File: src/rtl/lif_neuron.sv
//------------------------------------------------------------------------------
// lif_neuron
//
// Leaky integrate-and-fire neuron with an 8-bit membrane potential.
//
// Each enabled INTEGRATE cycle leaks the membrane by v >> LEAK_SHIFT, then
// adds or subtracts one synaptic weight. The result saturates to 0..255.
// Reaching THRESHOLD fires a one-cycle spike and clears the membrane.
// The neuron then enters REFRACTORY for REFRACT_CYCLES enabled cycles,
// counted from the spike cycle, and ignores all synaptic input meanwhile.
//
// Parameters:
//   THRESHOLD      - firing threshold, 8-bit unsigned (0 fires every cycle)
//   LEAK_SHIFT     - leak divisor exponent 0..7 (0 disables leak)
//   REFRACT_CYCLES - refractory length in enabled cycles, 0..15
//
// Ports:
//   clk         in   single clock, rising edge
//   reset       in   synchronous active-high reset, overrides everything
//   enable      in   low freezes all state and suppresses spike
//   syn_spike   in   synaptic event present this cycle
//   syn_weight  in   [7:0] unsigned weight, used only with syn_spike
//   syn_inhib   in   1 = subtract weight, 0 = add weight
//   spike       out  registered one-cycle fire pulse
//   membrane    out  [7:0] registered membrane potential
//   refractory  out  high while in REFRACTORY (inputs ignored)
//   spike_count out  [15:0] saturating fire counter, present only when
//                    LIF_SPIKE_COUNT_EN is defined
//
// Optional build macro: LIF_SPIKE_COUNT_EN
//------------------------------------------------------------------------------
module lif_neuron #(
   parameter logic [7:0]  THRESHOLD      = 8'd200,
   parameter int unsigned LEAK_SHIFT     = 3,
   parameter int unsigned REFRACT_CYCLES = 4
) (
   input  logic        clk,
   input  logic        reset,
   input  logic        enable,
   input  logic        syn_spike,
   input  logic [7:0]  syn_weight,
   input  logic        syn_inhib,
   output logic        spike,
   output logic [7:0]  membrane,
   output logic        refractory
`ifdef LIF_SPIKE_COUNT_EN
   ,
   output logic [15:0] spike_count
`endif
);

   typedef enum logic {
      ST_INTEGRATE  = 1'b0,
      ST_REFRACTORY = 1'b1
   } state_t;

   localparam logic [3:0] REFRACT_LOAD = 4'(REFRACT_CYCLES);
   localparam bit         HAS_REFRACT  = (REFRACT_CYCLES != 0);

   state_t            r_state, w_state_next;
   logic [3:0]        r_count, w_count_next;
   logic [7:0]        r_membrane, w_membrane_next;
   logic              r_spike, w_spike_next;

   logic [7:0]        w_leak;
   logic [7:0]        w_weight;
   logic signed [9:0] w_sum;
   logic [7:0]        w_sat;

   //---------------------------------------------------------------------------
   // Datapath: leak, synaptic update, saturation.
   // A 10-bit signed sum covers -255..510 without overflow.
   //---------------------------------------------------------------------------
   always_comb begin
      w_weight = syn_spike ? syn_weight : 8'd0;

      // A shift of 0 would subtract the whole membrane, so it means "no leak".
      if (LEAK_SHIFT == 0) begin
         w_leak = r_membrane;
      end else begin
         w_leak = r_membrane - (r_membrane >> LEAK_SHIFT);
      end

      if (syn_inhib) begin
         w_sum = $signed({2'b00, w_leak}) - $signed({2'b00, w_weight});
      end else begin
         w_sum = $signed({2'b00, w_leak}) + $signed({2'b00, w_weight});
      end

      if (w_sum < 10'sd0) begin
         w_sat = 8'd0;
      end else if (w_sum > 10'sd255) begin
         w_sat = 8'd255;
      end else begin
         w_sat = w_sum[7:0];
      end
   end

   //---------------------------------------------------------------------------
   // Next-state and next-output logic.
   //---------------------------------------------------------------------------
   always_comb begin
      // NOTE: every signal gets a default first so no path can infer a latch.
      w_state_next    = r_state;
      w_count_next    = r_count;
      w_membrane_next = r_membrane;
      w_spike_next    = 1'b0;

      if (enable) begin
         case (r_state)
            ST_INTEGRATE: begin
               if (w_sat >= THRESHOLD) begin
                  w_spike_next    = 1'b1;
                  w_membrane_next = 8'd0;
                  w_count_next    = REFRACT_LOAD;
                  // With no refractory period the spike cycle integrates.
                  if (HAS_REFRACT) begin
                     w_state_next = ST_REFRACTORY;
                  end
               end else begin
                  w_membrane_next = w_sat;
               end
            end

            ST_REFRACTORY: begin
               // Synaptic inputs and leak are ignored; only the counter moves.
               w_membrane_next = 8'd0;
               w_count_next    = (r_count == 4'd0) ? 4'd0 : r_count - 4'd1;
               // The counter value covers the current cycle, so leaving on the
               // 1 -> 0 edge yields exactly REFRACT_CYCLES refractory cycles.
               if (r_count <= 4'd1) begin
                  w_state_next = ST_INTEGRATE;
               end
            end
         endcase
      end
   end

   //---------------------------------------------------------------------------
   // State registers.
   //---------------------------------------------------------------------------
   always_ff @(posedge clk) begin
      // NOTE: non-blocking assignments so every register samples pre-edge values.
      if (reset) begin
         r_state    <= ST_INTEGRATE;
         r_count    <= 4'd0;
         r_membrane <= 8'd0;
         r_spike    <= 1'b0;
      end else begin
         r_state    <= w_state_next;
         r_count    <= w_count_next;
         r_membrane <= w_membrane_next;
         r_spike    <= w_spike_next;
      end
   end

   assign spike      = r_spike;
   assign membrane   = r_membrane;
   assign refractory = (r_state == ST_REFRACTORY);

`ifdef LIF_SPIKE_COUNT_EN
   logic [15:0] r_spike_count;

   // Counts edges that set spike; holds at all-ones instead of wrapping.
   always_ff @(posedge clk) begin
      if (reset) begin
         r_spike_count <= 16'd0;
      end else if (w_spike_next && (r_spike_count != 16'hFFFF)) begin
         r_spike_count <= r_spike_count + 16'd1;
      end
   end

   assign spike_count = r_spike_count;
`endif

endmodule

File: config.mk
export PLATFORM = sky130hd
export DESIGN_NAME = lif_neuron
export DESIGN_NICKNAME = d
export VERILOG_FILES = /design/src/rtl/lif_neuron.sv
export SDC_FILE = /design/constraint.sdc
export NUM_CORES = 1
export LEC_CHECK = 0
export ABC_CLOCK_PERIOD_IN_PS = 9270
export CAP_MARGIN = 20
export CORE_MARGIN = 3
export CORE_UTILIZATION = 60
export CTS_CLUSTER_SIZE = 24
export DETAILED_ROUTE_END_ITERATION = 10
export PLACE_DENSITY = 0.86
export SLEW_MARGIN = 20
export SYNTH_ARGS = -nofsm -noshare
export SYNTH_HDL_FRONTEND = slang
export SYNTH_SLANG_ARGS = --single-unit
File: constraint.sdc
create_clock -name clk -period 9.27 [get_ports clk]
set_input_delay 0.927 -clock clk [delete_from_list [all_inputs] [get_ports clk]]
set_output_delay 0.927 -clock clk [all_outputs]
set_load 0.005 [all_outputs]
* Word-level counts from Yosys, hierarchy flattened
Cells that the tools add are included.
** Word-level totals
- Register bits :: 14
- Bits of input ports :: 13
- Word-level logic and storage cells :: 30
** Operators by class
- Add/sub/neg operators :: 4
- Order comparisons :: 4
- Equality and inequality tests :: 1
- Muxes and demuxes :: 12
- Bitwise logic cells :: 2
- Reductions and logical operators :: 3
** Operator list (count)
- $mux W8 :: 4
- $pmux W8 S2 :: 1
- $gt A10 B9 Y1 const B :: 1
- $lt A10 B1 Y1 const B :: 1
- $mux W10 :: 1
- $add A8 B8 Y9 :: 1
- $sub A8 B8 Y9 :: 1
- $ge A8 B8 Y1 const B :: 1
- $mux W4 :: 2
- $pmux W4 S2 :: 1
- $sub A8 B5 Y8 :: 1
- $le A4 B1 Y1 const B :: 1
- $logic_not A4 Y1 :: 1
- $sub A4 B1 Y4 const B :: 1
- $reduce_or A3 Y1 :: 1
- $mux W1 :: 2
- $ne A2 B2 Y1 const B :: 1
- $not A1 Y1 :: 2
- $pmux W1 S2 :: 1
- $reduce_and A2 Y1 :: 1

* Depth between registers and ports, before layout
- Depth in word-level cells :: 9
- Depth in mapped cells :: 18
- Mapped depth without buffers :: 17

* Worst setup path after synthesis
No wires, ideal clock.
- Path type :: reg-to-reg
- From :: register r_membrane[4] (netlist: membrane[4])
- To :: register r_membrane[1] (netlist: membrane[1])
- Library setup time :: 117 ps
- Arrival :: 3558 ps
- Required time :: 9153 ps
- Slack :: 5594 ps
- Stages on the path, launching flop included :: 18
- Buffers on the path :: 2
- Clock period less this slack :: 3676 ps
- Cell sequence :: dfxtp_1 > inv_1 > ha_1 > a21o_1 > a21o_1 > a21o_1 > a21o_1 > xnor2_1 > ha_1 > buf_4 > inv_1 > a211o_1 > o21a_1 > or3_1 > a32oi_2 > nand3_2 > buf_6 > a32o_1
** On the way
- Word-level cells in the longest chain between the ends :: 9
- Elaborated cells between the ends (all ways) :: 11
- Those cells by class :: add/sub (3); order compare (3); mux (5)
** Ends and longest elaborated chain
- start: declaration :: RTL line 62 : logic [7:0] r_membrane, w_membrane_next;
- start signal: assignment :: RTL line 152 : r_membrane <= w_membrane_next;
- $sub A8 B5 Y8 * :: RTL line 81 : w_leak = r_membrane - (r_membrane >> LEAK_SHIFT);
- $add A8 B8 Y9 or $sub A8 B8 Y9 (tied branches) :: RTL line 87, 85
- $mux W10 * :: RTL line 84 : if (syn_inhib) begin
- $gt A10 B9 Y1 :: RTL line 92 : end else if (w_sum > 10'sd255) begin
- $mux W8 :: RTL line 92
- $mux W8 * :: RTL line 90 : if (w_sum < 10'sd0) begin
- $ge A8 B8 Y1 :: RTL line 112 : if (w_sat >= THRESHOLD) begin
- $mux W8 * :: RTL line 112
- $pmux W8 S2 * :: RTL line 110 : case (r_state)
Mark *: on every way between the ends. The rest lies on a longest branch, timed or not.
A chain may end at the register's enable or synchronous reset.

* Worst setup path in the final report
- From :: register r_membrane[3] (netlist: membrane[3])
- To :: register r_membrane[4] (netlist: membrane[4])
Same word-level chain as after synthesis.

==> impl_summary.txt <==
----------------------------------------------------
[Clock network]
  Clock latency on the worst-skew pair ... ~280 ps
  Post-cts gate resize count ... 0
  Count of clock tree sinks ... 14
  CTS Hold Buffers Added ... 0
  CTS clk-pin slew, worst paths ... roughly 90 ps
  Num CTS Buffers ... 3
  CTS Buffer Depth ... 2
  H-tree levels ... 1
  TritonCTS clock tree ... built
  Count of buffers added by post-CTS timing repair for setup ... 0
  Root Buffer Master ... clkbuf_4

[STA]
  Hold Violations, Final ... 0
  Final setup fails ... 0
  RSZ-0062 raised after global routing ... false
  Final worst clock skew ... ~1.9 ps
  Final worst path period need ... around 4300 ps
  Sum of negative setup slack ... 0 ps
  Remaining max-slew budget at the tightest pin ... 64.2%
  Slew at the pin closest to its max-slew limit ... 535 ps
  Top achievable clock speed ... between 200 and 250 MHz
  Period Utilization, post-route ... 46.6%
  Final hold slack ... ~500 ps
  Fin. max-slew vios ... 0

[Floorplan]
  Placeable core region ... 0.00259 mm2
  Boundary Pins ... 23
  Starting density of the core ... around 66%
  Die W ... between 50 and 60 um
  Die outline height ... 59.3 um
  Number of core rows ... 18
  DIE AREA ... roughly 0.0035 mm2

[Yosys]
  Area share of fa/ha/maj cells after synthesis ... between 10% and 20%
  EDFF count, synth ... 0
  Multiplexer area fraction after synthesis ... between 1 and 1.5%
  Post-synthesis instance area ... ~0.0017 mm2
  Synth top area cells ... dfxtp_1 (16%), ha_1 (15%), inv_1 (5.5%), a32o_1 (4.7%), nand2_1 (4.6%)
  Parity-gate share of the synthesized area counting xor and xnor cells ... under 10%
  Synthesized netlist net count ... 253
  Most frequent cells after synthesis ... inv_1 (25), ha_1 (21), nand2_1 (21)
  Register bit total from synthesis ... 14
  Area share of and/or/nand/nor cells after synthesis ... a little under a quarter
  Main synth FF type ... dfxtp_1
  Compound-Gate Fraction of Synth Area ... around a quarter
  Synthesized instance count ... between 200 and 250
  Post-synthesis cell type count ... 53
  Proportion of register bits with asynchronous set or reset after synthesis ... 0%
  Total number of yosys warnings ... 0
  Share of synthesized area occupied by flip-flops and latches ... 16.4%
  Most common cell in the synthesized netlist ... inv_1
  Largest family of logic cells by synthesized area ... compound AO/OA/AOI/OAI gates
  Synth area leader ... dfxtp_1
  Fraction of synthesized cell area taken by the top area cell type ... 16.4%
  Avg Cell Area, Syn ... just under 8 um2

[Power and ir drop]
  Leakage Power ... roughly 0.86 nW
  PwrDens ... about 350 mW/mm2
  VDD IR-drop max ... between 300 and 400 uV
  Relative contribution of the clock network to total power ... under 10%
  Proportion of power drawn by combinational gates ... approximately four fifths
  Switching Fraction ... 52.2%
  Sequential fraction of design power ... 11.6%
  Power dissipated by switching net loads ... 355 uW
  Power Internal ... ~330 uW

[Critical path]
  Class of the most critical setup path ... register to register
  Largest incremental delay on the critical path ... ~430 ps
  R2R Path Start ... membrane[3]
  Destination of the worst register-to-register timing path ... membrane[4]
  Cell repeated most along the worst path ... a21oi_1
  Critical path data arrival time ... around 4500 ps
  Worst Setup End Kind ... register
  Setup crit end ... membrane[4]
  Cell breakdown of the critical path ... ha_1, inv_1, fa_1, a21o_1, a21oi_1, nor2b_1, nor3_1, xnor2_1, ha_1, a21oi_1, nor2_1, a2111oi_0, a21oi_1, mux2i_1, nand3_2, a32o_1
  Worst Setup SP ... membrane[3]
  Number of cells traversed by the worst register-to-register path ... 16
  Startpoint class of the critical path ... register
  Critical-path maximum fanout ... 11
  Required time of the critical path ... 9450 ps
  Slowest stage cell on the critical path ... dfxtp_1
  Reg-to-reg slack, setup ... between 4000 and 5000 ps

[Place]
  Number of I/O port buffers ... 22
  Area after DPL ... roughly 0.0019 mm2
  RePlAce Congestion ... about 0.86
  Half-perimeter wire length after detailed placement ... between 3 and 4 mm

[Final layout]
  Synthesis-to-finish area growth ... 13.5%
  Fraction of final layout cells sized beyond drive strength 1 ... around 4.3%
  Filler Cell Count ... ~190
  Fin nets ... around 270
  Sequential cell area ... about 280 um2
  Area of the multi-input gates ... about 0.0013 mm2
  Fin util ... roughly 75%
  Design Area, Final ... roughly 0.0019 mm2
  Final antenna diode count ... 0

[Global route]
  All-layer global routing usage ... 24.7%
  Maximum number of pins on one net before global-route repair ... 14
  Grt ovf ... 0
  Number of antenna violations at the first check in global routing ... 0
  Global-route wire length before repair ... approximately 7 mm
  Number of global-route vias before repair ... 1583

[Flow run]
  Maxcap violations ... 0

[Route]
  Routed len/inst ... approximately 15 um
  Post-DRT Antenna Nets ... 0
  Initial DRC Count ... ~150
  Number of detailed-routing iterations run before antenna repair ... 4
  Via-per-instance ratio ... 6.32
  Post-detailed-routing wire length ... 4.10 mm
  Number of vias after detailed routing ... between 1500 and 2000
  DRC errors left ... 0

[Worst hold path]
  Worst hold path type ... register to register

[Outcome]
  Outcome ... complete, no violations

----------------------------------------------------
registers in the layout, summed over array words and instances, names as in the netlist:
name and flops:
membrane 8, r_count 4, refractory 1, spike 1
routing by layer:
layer | up-vias | GRT usage, % | wire, um
met1 | 788 | 32.6 | 1870
li1 | 822 | - | -
met4 | 0 | 7.44 | 45
met2 | 58 | 41.7 | 1970
met3 | 7 | 3.27 | 215
met5 | - | 0 | 0
critical path, delay by kind of cell (launching register included):
kind	cells	cell delay (ps)
AO/OA/AOI/OAI	6	1450
XOR/XNOR	1	150
adder cells (fa/ha/maj)	3	950
buffers and inverters	1	50
flip-flops	1	430
multiplexers	1	360
AND/OR/NAND/NOR	4	810
worst min-delay path by stage:
stage / to / slack (ps) / cells after the start / start
finish: membrane[0] / 500 / 1 / membrane[0]
global route: membrane[0] / 550 / 1 / membrane[0]
CTS: membrane[0] / 500 / 1 / membrane[0]
detailed placement: membrane[0] / 480 / 1 / membrane[0]
global placement: membrane[0] / 480 / 1 / membrane[0]
floorplan: membrane[0] / 490 / 1 / membrane[0]
placed cells by master (no fill, tap or decap), types with 4 or more instances in the layout:
cell | netlist | routed
a21o_1 | 6 | 6
a21oi_1 | 13 | 13
a32o_1 | 8 | 8
clkdlybuf4s50_1 | 0 | 22
dfxtp_1 | 14 | 14
ha_1 | 21 | 21
inv_1 | 25 | 25
nand2_1 | 21 | 21
nor2_1 | 18 | 18
nor2b_1 | 7 | 7
nor3_1 | 4 | 4
o21ai_0 | 6 | 6
or3_1 | 4 | 4
xnor2_1 | 7 | 7
metrics by stage:
stage	cells	total power [mW]	worst slack, ps
floorplan	216	0.541	5590
global placement	261	0.610	5070
detailed placement	261	0.624	4970
finish	265	0.680	4950
global route	265	0.743	4620
CTS	265	0.671	4990
power groups by stage:
stage	clock network (mW)	registers, mW	logic (mW)
after detailed placement	0	0.0802	0.544
after global routing	0.0481	0.0804	0.615
final	0.0442	0.0792	0.557
after CTS	0.0454	0.0789	0.547
after global placement	0	0.0798	0.530
after floorplan	0	0.0785	0.462
cell families after synthesis:
kind of cell,count (synthesis)
buf+inv,33
mux,2
xor+xnor,9
compound gates,58
flops,14
simple gates,76
fa+ha+maj,24
area by class of cell:
cell class	instances	share of cell area, %
Multi-Input combinational cell	169	65.3
Clock buffer	4	1.87
Sequential cell	14	14.5
Inverter	26	5.04
Tap cell	30	1.94
Timing Repair Buffer	22	11.4
Note: power is estimated with default switching activity, not from simulation.
